==> src/rtl/vram_writer_pkg.sv <==
// Shared region table, state and mode encodings for the VRAM burst writer.
// Optional fill mode is enabled by defining VRAM_WRITER_FILL_EN.
package vram_writer_pkg;

  localparam int VRAM_MAX_REGIONS = 4;
  localparam int VRAM_REGION_W    = 2;

  // Inclusive word-address ranges: tile, pattern, palette, sprite.
  localparam logic [31:0] VRAM_REGION_BASE [VRAM_MAX_REGIONS] =
    '{32'h0000_0000, 32'h0000_0800, 32'h0000_1800, 32'h0000_1A00};
  localparam logic [31:0] VRAM_REGION_LIMIT [VRAM_MAX_REGIONS] =
    '{32'h0000_07FF, 32'h0000_17FF, 32'h0000_19FF, 32'h0000_1A27};

  typedef enum logic [1:0] {
    IDLE  = 2'd0,
    WRITE = 2'd1,
    DONE  = 2'd2
  } writer_state_t;

  typedef enum logic {
    MODE_ENDPOINTS = 1'b0,
    MODE_FILL      = 1'b1
  } writer_mode_t;

endpackage

==> src/rtl/vram_region_walker.sv <==
// Walks the region table producing the current write address; steps on accept.
// Fill-mode address stepping exists only when VRAM_WRITER_FILL_EN is defined.
module vram_region_walker
  import vram_writer_pkg::*;
#(
  parameter int ADDR_W      = 13,
  parameter int NUM_REGIONS = 4
) (
  input  logic                     clk,
  input  logic                     rst,
  input  logic                     start,
  input  logic                     advance,
`ifdef VRAM_WRITER_FILL_EN
  input  logic                     fill,
`endif
  output logic [VRAM_REGION_W-1:0] region,
  output logic [ADDR_W-1:0]        addr,
  output logic                     last
);

  localparam int AW1 = ADDR_W + 1;
  localparam logic [VRAM_REGION_W-1:0] LAST_REGION = VRAM_REGION_W'(NUM_REGIONS - 1);

  logic [VRAM_REGION_W-1:0] region_q, region_d, region_nx;
  logic                     phase_q, phase_d;
  logic [AW1-1:0]           addr_q, addr_d;

  function automatic logic [AW1-1:0] base_of(input logic [VRAM_REGION_W-1:0] r);
    return AW1'(VRAM_REGION_BASE[r]);
  endfunction

  function automatic logic [AW1-1:0] limit_of(input logic [VRAM_REGION_W-1:0] r);
    return AW1'(VRAM_REGION_LIMIT[r]);
  endfunction

  assign region_nx = region_q + VRAM_REGION_W'(1);

  // Endpoint walk: phase 0 presents base, phase 1 presents limit.
  always_comb begin
    region_d = region_q;
    phase_d  = phase_q;
    addr_d   = addr_q;
    if (start) begin
      region_d = '0;
      phase_d  = 1'b0;
      addr_d   = base_of('0);
    end else if (advance) begin
      if (phase_q) begin
        region_d = region_nx;
        phase_d  = 1'b0;
        addr_d   = base_of(region_nx);
      end else begin
        phase_d = 1'b1;
        addr_d  = limit_of(region_q);
      end
`ifdef VRAM_WRITER_FILL_EN
      if (fill) begin
        phase_d = 1'b0;
        if (addr_q == limit_of(region_q)) begin
          region_d = region_nx;
          addr_d   = base_of(region_nx);
        end else begin
          region_d = region_q;
          addr_d   = addr_q + AW1'(1);
        end
      end
`endif
    end
  end

  always_comb begin
    last = (region_q == LAST_REGION) && phase_q;
`ifdef VRAM_WRITER_FILL_EN
    if (fill) begin
      last = (region_q == LAST_REGION) && (addr_q == limit_of(region_q));
    end
`endif
  end

  always_ff @(posedge clk) begin
    if (rst) begin
      region_q <= '0;
      phase_q  <= 1'b0;
      addr_q   <= '0;
    end else begin
      region_q <= region_d;
      phase_q  <= phase_d;
      addr_q   <= addr_d;
    end
  end

  assign region = region_q;
  assign addr   = addr_q[ADDR_W-1:0];

`ifndef VRAM_WRITER_FILL_EN
  logic unused_addr_msb;
  assign unused_addr_msb = addr_q[ADDR_W];
`endif

endmodule

==> src/rtl/vram_burst_writer.sv <==
// Triggered VRAM write burst generator (endpoint or fill walk, seeded data).
// Fill mode is compiled in only when VRAM_WRITER_FILL_EN is defined.
module vram_burst_writer
  import vram_writer_pkg::*;
#(
  parameter int ADDR_W      = 13,
  parameter int DATA_W      = 64,
  parameter int NUM_REGIONS = 4
) (
  input  logic                clk,
  input  logic                rst,
  input  logic                trigger,
  input  logic                mode,
  input  logic [DATA_W-1:0]   seed,
  output logic [ADDR_W-1:0]   h2f_vram_wraddr,
  output logic                h2f_vram_wren,
  output logic [DATA_W-1:0]   h2f_vram_wrdata,
  output logic [DATA_W/8-1:0] h2f_vram_byteena,
  input  logic                h2f_vram_wrready,
  output logic                busy,
  output logic                done,
  output logic [1:0]          state
);

  // Write port handshake: a write transfers on each rising clk where wren and
  // wrready are both high; while wren is high without wrready, addr/data/byteena hold.

  writer_state_t             state_q, state_d;
  logic                      start, finish, accept;
  logic                      pending_q, wren_q, busy_q, done_q;
  logic [DATA_W/8-1:0]       byteena_q;
  logic [DATA_W-1:0]         data_q;
  logic                      walk_last;
  logic [VRAM_REGION_W-1:0]  unused_region;

  assign accept = wren_q && h2f_vram_wrready;

  always_comb begin
    state_d = state_q;
    start   = 1'b0;
    finish  = 1'b0;
    case (state_q)
      IDLE: begin
        if (trigger || pending_q) begin
          start   = 1'b1;
          state_d = WRITE;
        end
      end
      WRITE: begin
        if (accept && walk_last) begin
          finish  = 1'b1;
          state_d = DONE;
        end
      end
      DONE:    state_d = IDLE;
      default: state_d = IDLE;
    endcase
  end

  always_ff @(posedge clk) begin
    if (rst) begin
      state_q   <= IDLE;
      pending_q <= 1'b0;
      wren_q    <= 1'b0;
      byteena_q <= '0;
      data_q    <= '0;
      busy_q    <= 1'b0;
      done_q    <= 1'b0;
    end else begin
      state_q <= state_d;
      done_q  <= finish;
      // Any trigger not consumed by a start is remembered once.
      if (start) begin
        pending_q <= 1'b0;
      end else if (trigger) begin
        pending_q <= 1'b1;
      end
      if (start) begin
        wren_q    <= 1'b1;
        byteena_q <= '1;
        busy_q    <= 1'b1;
      end else if (finish) begin
        wren_q    <= 1'b0;
        byteena_q <= '0;
        busy_q    <= 1'b0;
      end
      if (start) begin
        data_q <= seed;
      end else if (accept) begin
        data_q <= data_q + DATA_W'(1);
      end
    end
  end

`ifdef VRAM_WRITER_FILL_EN
  writer_mode_t mode_q;

  always_ff @(posedge clk) begin
    if (rst) begin
      mode_q <= MODE_ENDPOINTS;
    end else if (start) begin
      mode_q <= writer_mode_t'(mode);
    end
  end
`else
  logic unused_mode;
  assign unused_mode = mode;
`endif

  vram_region_walker #(
    .ADDR_W      (ADDR_W),
    .NUM_REGIONS (NUM_REGIONS)
  ) u_walker (
    .clk     (clk),
    .rst     (rst),
    .start   (start),
    .advance (accept),
`ifdef VRAM_WRITER_FILL_EN
    .fill    (mode_q == MODE_FILL),
`endif
    .region  (unused_region),
    .addr    (h2f_vram_wraddr),
    .last    (walk_last)
  );

  assign h2f_vram_wren    = wren_q;
  assign h2f_vram_wrdata  = data_q;
  assign h2f_vram_byteena = byteena_q;
  assign busy             = busy_q;
  assign done             = done_q;
  assign state            = state_q;

endmodule

==> config.mk <==
export PLATFORM = sky130hd
export DESIGN_NAME = vram_burst_writer
export DESIGN_NICKNAME = d
export VERILOG_FILES = /design/src/rtl/vram_writer_pkg.sv /design/src/rtl/vram_region_walker.sv /design/src/rtl/vram_burst_writer.sv
export SDC_FILE = /design/constraint.sdc
export NUM_CORES = 1
export LEC_CHECK = 0
export ABC_AREA = 1
export BUFFER_PORTS_ARGS = -buffer_cell sky130_fd_sc_hd__buf_2
export CAP_MARGIN = 15
export CORE_ASPECT_RATIO = 0.7
export CORE_MARGIN = 2
export CORE_UTILIZATION = 58
export CTS_CLUSTER_DIAMETER = 100
export DETAILED_ROUTE_END_ITERATION = 8
export HOLD_SLACK_MARGIN = 0.08
export PLACE_DENSITY_LB_ADDON = 0.05
export SYNTH_ARGS = -nofsm -noshare
export SYNTH_HDL_FRONTEND = slang
export SYNTH_HIERARCHICAL = 1
export SYNTH_SLANG_ARGS = --single-unit
==> constraint.sdc <==
create_clock -name clk -period 2.7 [get_ports clk]
set_clock_uncertainty 0.05 [all_clocks]
set_input_delay 0.54 -clock clk [delete_from_list [all_inputs] [get_ports clk]]
set_output_delay 0.54 -clock clk [all_outputs]
set_load 0.05 [all_outputs]
* After elaboration in Yosys (flattened, before gate mapping)
Index checks and enable logic that the tools add are counted.
Word-level totals: input port bits 69, output and inout bits 90, bits in registers 93, logic and storage cells 50
Cells by class: multiplexer cells 21, bitwise logic cells 2, add/sub/neg operators 2, equal/unequal tests 4, magnitude comparators 2, reduce and logical (&&, ||, !) cells 10
Operators by type and width (number):
- $bmux W32 S2 | 2
- $mux W64 | 2
- $mux W13 | 5
- $add A64 B1 Y64 const B | 1
- $mux W8 | 2
- $mux W1 | 7
- $ge A3 B3 Y1 const B | 2
- $not A2 Y3 | 2
- $mux W2 | 2
- $ne A2 B2 Y1 const B | 2
- $pmux W2 S2 | 1
- $reduce_and A2 Y1 | 2
- $reduce_bool A2 Y1 | 2
- $logic_and A1 B1 Y1 | 3
- $add A2 B1 Y2 const B | 1
- $eq A2 B1 Y1 const B | 1
- $eq A2 B2 Y1 const B | 1
- $logic_not A2 Y1 | 1
- $reduce_or A2 Y1 | 1
- $logic_or A1 B1 Y1 | 1

* Longest topological paths before layout
Gate-level depths: netlist of the first run.
depth after elaboration 7, mapped depth 11

* By module
Netlist of the first run, hierarchy kept.
By module, submodules not included:
- vram_burst_writer | instances 1, seq. area each 1381.3 um2, cells each 918, area an instance 5346.4 um2
- vram_region_walker | instances 1, seq. area each 160.2 um2, cells each 63, area an instance 460.4 um2

* Worst setup path after synthesis of the first run
No wires, ideal clock.
kind reg2reg, start reg, netlist name h2f_vram_byteena[6], end reg u_walker.addr_q[12], setup slack 0.567 ns, data required time 2.533 ns, stages on the path, launching flop included 10, library setup time 0.117 ns, path buffers 2, arrival time 1.966 ns, path through dfxtp_1 -> nand2_1 -> inv_1 -> clkbuf_1 -> buf_4 -> inv_2 -> nand2_1 -> nand2_1 -> nor2_1 -> nor2_1
RTL lines:
- end signal, assigned | RTL line vram_region_walker.sv:88 | addr_q <= addr_d;
- end, declared | RTL line vram_region_walker.sv:26 | logic [AW1-1:0] addr_q, addr_d;

* Final worst setup path of the first run
start reg data_q[27] (netlist: h2f_vram_wrdata[27]), end reg data_q[58] (netlist: h2f_vram_wrdata[58])
On the way: cells in the longest elaborated chain, start to end 3
Ends and longest elaborated chain:
- start, declared | RTL line vram_burst_writer.sv:32 | logic [DATA_W-1:0] data_q;
- start signal, assigned | RTL line vram_burst_writer.sv:90 | data_q <= data_q + DATA_W'(1);
- $add A64 B1 Y64 | RTL line vram_burst_writer.sv:90
- $mux W64 | RTL line vram_burst_writer.sv:89 | end else if (accept) begin
- $mux W64 | RTL line vram_burst_writer.sv:87 | if (start) begin
Every way passes these cells. The select of a mux whose other input is x is not followed. A chain may end at the register's enable or synchronous reset.

==> impl_metrics.yaml, run 1 <==
timing:
  rsz0062_at_grt: "false"
  period_needed_ps: 2240
  min_period_over_period: 0.829
  setup_slack_ps: 462
  worstMarginPinSlew_ps: 666
  clock.fmax_mhz: 447
  timing.hold.ws_ps: 413
  slew_headroom: 0.556
  final_max_slew_viol_count: 0
  tns_ps: 0
  setup_viol: 0
  finalHoldViolCount: 0
floorplanning:
  die_area_um2: 10800
  pin_count: 159
  start_util: 0.597
  dieHeight_um: 87.7
  die_w_um: 124
  row_count: 30
  coreArea_um2: 9720
global_routing:
  overflow: 0
  grt_pass1_wl_um: 29700
  grt_max_degree: 61
  grt_pass1_vias: 5850
  antenna_found_initial: 0
  grt_usage: 0.357
power_and_ir_drop:
  irDropWorstVdd_uv: 322
  power_w: 0.00356
  leakage_nw: 2.97
  power.density_nw_per_um2: 518
setup_path:
  cp-end-kind: "flip-flop"
  critPathBufInv: 0
  crit_path_cell_trace: "nand2_1 > nor2_1 > nand2_1 > nor2_1 > nand2_1 > o21ai_0 > nand3_1 > nand2_1 > a21oi_2"
  worst_r2r_endpoint: "h2f_vram_wrdata[58]$_SDFFE_PP0P_"
  reg2regPathDepth: 9
  r2r-start: "h2f_vram_wrdata[27]$_SDFFE_PP0P_"
  cpLargestDelayFamily: "simple AND/OR/NAND/NOR gates"
  cp-start-kind: "flip-flop"
  cpMostUsedCell: "nand2_1"
  cp.required_ps: 2860
  arrival_ps: 2400
  reg2reg_slack_ps: 460
  crit_type: "reg2reg"
  slowest_delay_ps: 440
  slowest_stage: "dfxtp_1"
  crit_fanout: 5
clocking:
  cts_root_buf: "clkbuf_16"
  htree_num_levels: 3
  cts.repair.resized: 0
  cts_tree: "yes"
  cts_max_path_buffers: 2
  numCtsBuffers: 9
  path_clk_slew_ps: 70
  post_cts_buffers: 0
  ctsHoldBuffers: 0
  worstSkewPairLatency_ps: 350
  cts_sinks: 77
yosys:
  synth_area_um2: 5810
  synth_top_family_by_area: "simple AND/OR/NAND/NOR gates"
  synth_edf_count: 0
  synthDominantCellAreaShare: 0.265
  synth_compound_area_frac: 0.110
  synth_adder_area_share: 0.0129
  synthCells: 981
  yosys-mux-area-fraction: 0
  synth_most_common_cell: "nand2_1"
  synth_cell_type_count: 36
  synth.area.top_cells: "dfxtp_1, nand2_1, nor2_1, nand3_1, inv_1"
  synthSimpleGateAreaFrac: 0.516
  synth-xor-area-share: 0
  synthFlopType: "dfxtp_1"
  yosysSeqAreaShare: 0.265
  async_reset_ff_frac: 0
  synth_seq_cells: 77
  syn_area_per_cell_um2: 5.92
  synth_largest_area_cell: "dfxtp_1"
  synthesis.nets: 1056
  synthTopCellsByCount: "nand2_1, nor2_1, nand3_1"
  yosys_warnings: 6
min_path:
  min_to: "h2f_vram_wrdata[4]$_SDFFE_PP0P_"
  min-delay-path-class: "in2reg"
  worstHoldPathCells: 3
  hp-start: "seed[4]"
status:
  status: "completed"
detailed_routing:
  drtAntennaViolNets: 0
  dr_wl_met2_um: 7540
  drc: 0
  top_layer_used: "met4"
  vias: 6836
  firstDrtPassIters: 7
  wl_met1_um: 8940
  first_iter_violations: 721
  via_per_inst: 5.52
  wl_per_cell_um: 15.4
  route.met3.wl_um: 2240
  wl_um: 19100
finish:
  n_fill_cell: 917
  syn_to_final_growth_pct: 18.2
  diodes: 0
  final_nets: 1181
  drive_gt1_frac: 0.226
placement:
  numPortBuffers: 157
  gp_congestion: 1.00
  dpl_worst_slack_ps: 318
  place_hpwl_um: 14400
run:
  maxCapViolations: 0
-- worst reg2reg max path, stage by stage, from the launching register on --
cell	delay (ps)
dfxtp_1	440
nand2_1	130
nor2_1	260
nand2_1	240
nor2_1	420
nand2_1	170
o21ai_0	180
nand3_1	80
nand2_1	70
a21oi_2	50
-- sequential cells by signal, indices dropped and copies added (netlist names) --
name	count
h2f_vram_wrdata	64
u_walker/addr_q	6
state	2
u_walker/region	2
done	1
h2f_vram_byteena	1
pending_q	1
-- final cells by class --
class	instances	area (um^2)	share of cell area
clock buffer	9	225	0.0328
clock inverter	7	70.1	0.0102
inverter	72	270	0.0394
multi-input combinational	781	3710	0.541
sequential	77	1540	0.225
tap	128	160	0.0233
timing repair buffer	165	883	0.129
-- metal layers --
| layer | vias to the layer above | GRT usage |
|---|---|---|
| met4 | 0 | 0.0950 |
| met2 | 388 | 0.509 |
| met5 | - | 0.0223 |
| li1 | 3387 | - |
| met1 | 3025 | 0.535 |
| met3 | 36 | 0.0807 |
-- through the flow --
| stage | instances | util | area (um^2) |
|---|---|---|---|
| finish | 1239 | 0.706 | 6860 |
| CTS | 1239 | 0.706 | 6860 |
| global route | 1239 | 0.706 | 6860 |
| detailed placement | 1223 | 0.675 | 6570 |
| global placement | 1223 | 0.675 | 6570 |
| floorplan | 981 | - | 5810 |
-- worst max path at each step --
stage,from,end,slack (ps),cells past startpoint
after floorplan,h2f_vram_byteena[6]$_SDFFE_PP0P_,u_walker/addr_q[12]$_SDFFE_PP0P_,570,9
after global placement,trigger,h2f_vram_wrdata[30]$_SDFFE_PP0P_,370,10
after detailed placement,trigger,h2f_vram_wrdata[30]$_SDFFE_PP0P_,320,10
after CTS,h2f_vram_wrdata[27]$_SDFFE_PP0P_,h2f_vram_wrdata[58]$_SDFFE_PP0P_,600,9
after global routing,h2f_vram_wrdata[26]$_SDFFE_PP0P_,h2f_vram_wrdata[58]$_SDFFE_PP0P_,370,9
final,h2f_vram_wrdata[27]$_SDFFE_PP0P_,h2f_vram_wrdata[58]$_SDFFE_PP0P_,460,9
-- cells by family (layout without fill, tap and decap cells) --
kind of cell / Yosys count / after routing
and+or+nand+nor: 667 / 667
buffers and inverters: 123 / 253
AOI/OAI and AO/OA: 108 / 108
DFF: 77 / 77
adders and majority gates: 6 / 6
-- power breakdown --
group / leakage, nW / total [W] / internal [W] / switching, W
Sequential: 0.631 / 0.00136 / 0.00122 / 0.000140
Clock: 0.141 / 0.00121 / 0.000646 / 0.000564
Combinational: 2.20 / 0.000986 / 0.000270 / 0.000717
Total: 2.97 / 0.00356 / 0.00214 / 0.00142
-- layout by cell type (no fill, tap or decap), types with 6 or more instances in the layout --
| cell type | instances |
|---|---|
| nand2_1 | 300 |
| nor2_1 | 191 |
| buf_2 | 157 |
| nand3_1 | 83 |
| dfxtp_1 | 77 |
| inv_1 | 64 |
| a21oi_1 | 35 |
| o21ai_0 | 21 |
| o211ai_1 | 21 |
| nor2_2 | 18 |
| nand2_2 | 18 |
| a31oi_1 | 16 |
| nor2_4 | 13 |
| nand4_1 | 9 |
| nor3_1 | 9 |
| clkbuf_16 | 9 |
| nand3b_1 | 8 |
| o21ai_1 | 7 |
| nand2_4 | 7 |
| ha_1 | 6 |
(Power assumes the default switching activity.)
==> run 2: changes to the inputs <==
- CORE_UTILIZATION: 58 -> 49
- clock period: 2.7 -> 1.9 ns (I/O delays scaled with it)
==> run 2 against run 1 <==
Effect of this change: non-clock buffer count grew 66; core utilization down 6.2 points; critical path depth increased by 1; maximum frequency is 22% higher; first-iteration DRC count fell by 3.1%; via count grew 4.1%; worst hold slack worse by 170 ps; global-route usage shrank 3.6 points; worst setup slack got worse by 390 ps; total power rose by 47%; sequential cell count unchanged; combinational power rose by 59%; critical path type unchanged; largest cell class unchanged.
==> impl_metrics.yaml, run 2 (synthesized netlist as in run 1, its figures left out) <==
floorplanning:
  dieHeight_um: 95.1
  die_area_um2: 12800
  row_count: 33
  start_util: 0.499
  pin_count: 159
  coreArea_um2: 11600
  die_w_um: 134
clocking:
  htree_num_levels: 3
  numCtsBuffers: 9
  cts_root_buf: "clkbuf_16"
  post_cts_buffers: 0
  ctsHoldBuffers: 0
  cts_sinks: 77
  worstSkewPairLatency_ps: 350
  cts_tree: "yes"
  path_clk_slew_ps: 70
  cts_max_path_buffers: 2
placement:
  place_hpwl_um: 15900
  place_area_um2: 7120
  numPortBuffers: 157
  place_inst: 1319
  gp_congestion: 0.949
timing:
  finalHoldViolCount: 0
  slew_headroom: 0.728
  clock.fmax_mhz: 547
  min_period_over_period: 0.962
  rsz0062_at_grt: "true"
  setup_viol: 0
  period_needed_ps: 1830
  worstMarginPinSlew_ps: 408
  final_max_slew_viol_count: 0
run:
  maxCapViolations: 0
finish:
  final_nets: 1247
  largest_reg_flops: 64
  layout_common_cells: "nand2_1, nor2_1, buf_2, nand3_1, buf_4"
  layout_commonest_cell: "nand2_1"
  diodes: 0
  drive_gt1_frac: 0.295
  final_util: 0.644
  n_fill_cell: 1187
  post-route-cell-area_um2: 7500
  syn_to_final_growth_pct: 29.2
  layoutNonFillerInstCount: 1333
global_routing:
  overflow: 0
  grt_pass1_vias: 6153
  grt_max_degree: 48
  grt_usage: 0.321
  grt_pass1_wl_um: 31900
  antenna_found_initial: 0
power_and_ir_drop:
  leakage_nw: 3.36
  irDropWorstVdd_uv: 434
  power.density_nw_per_um2: 698
detailed_routing:
  vias: 7113
  wl_per_cell_um: 15.3
  first_iter_violations: 699
  firstDrtPassIters: 5
  wl_um: 20500
  drc: 0
  drtAntennaViolNets: 0
  via_per_inst: 5.34
setup_path:
  cp.required_ps: 2120
  slowest_delay_ps: 420
  crit_type: "reg2reg"
  slowest_stage: "dfxtp_1"
  arrival_ps: 2050
  crit_fanout: 5
  cp-end-kind: "flip-flop"
  cpMostUsedCell: "nand2_1"
  crit_path_cell_trace: "nand2_1 > nor2_2 > nand2_1 > nor2_1 > nand2_2 > clkinv_1 > nand3b_1 > nand3_1 > nand2_1 > a21oi_1"
  cp-start-kind: "flip-flop"
min_path:
  min-delay-path-class: "in2reg"
status:
  status: "completed"
-- run 2: cell count changes in the layout (fill, tap and decap cells not counted), sizes merged --
cell      before  now
clkinvlp       1    2
clkinv         7    5
bufinv         0    1
buf          165  231
inv           71   70
-- run 2: final cells by class --
type	instances	area [um^2]	area share
timing repair buffer	231	1390	0.185
clock buffer	9	225	0.0300
inverter	72	270	0.0360
multi-input combinational	781	3790	0.505
tap	157	196	0.0262
clock inverter	6	63.8	0.00851
sequential	77	1570	0.209
-- run 2: report_power, final --
group | switching (W) | leakage [nW] | internal, W | total [W]
combinational | 0.00109 | 2.59 | 0.000479 | 0.00157
sequential | 0.000172 | 0.638 | 0.00174 | 0.00191
clock | 0.000745 | 0.138 | 0.00101 | 0.00176
-- run 2: per-stage QoR --
stage / power, W / hold WS, ps / setup slack, ps / setup TNS (ps)
detailed placement: 0.00348 / 404 / 16.5 / 0
global route: 0.00543 / 259 / -32.6 / -100
global placement: 0.00347 / 401 / 5.30 / 0
floorplan: 0.00299 / 421 / 9.38 / 0
CTS: 0.00521 / 245 / 34.0 / 0
finish: 0.00524 / 243 / 72.2 / 0
-- run 2: worst paths after layout --
check	slack [ps]	startpoint	cells after the start	end
max	70	h2f_vram_wrdata[13]$_SDFFE_PP0P_	10	h2f_vram_wrdata[45]$_SDFFE_PP0P_
min	240	seed[10]	3	h2f_vram_wrdata[10]$_SDFFE_PP0P_
max reg2reg	70	h2f_vram_wrdata[13]$_SDFFE_PP0P_	10	h2f_vram_wrdata[45]$_SDFFE_PP0P_
min reg2reg	410	u_walker/addr_q[10]$_SDFFE_PP0P_	2	u_walker/addr_q[10]$_SDFFE_PP0P_
-- run 2: repair_timing --
item                       CTS  global route
hold endpoints to repair     0             0
gates resized for setup      0            39
setup endpoints to repair    0            34
-- run 2: routing by layer --
metal,up-vias,share of wire,global-route usage
li1,3517,-,-
met1,3197,0.47,0.484
met2,371,0.41,0.475
met3,28,0.10,0.0532
met4,0,0.015,0.0754
met5,-,0,0
-- run 2: worst max-delay path, delay by kind of cell (launching register included) --
| kind | cells | cell delay (ps) |
|---|---|---|
| compound gates | 1 | 110 |
| simple gates | 8 | 1080 |
| flops | 1 | 420 |
| buf+inv | 1 | 100 |
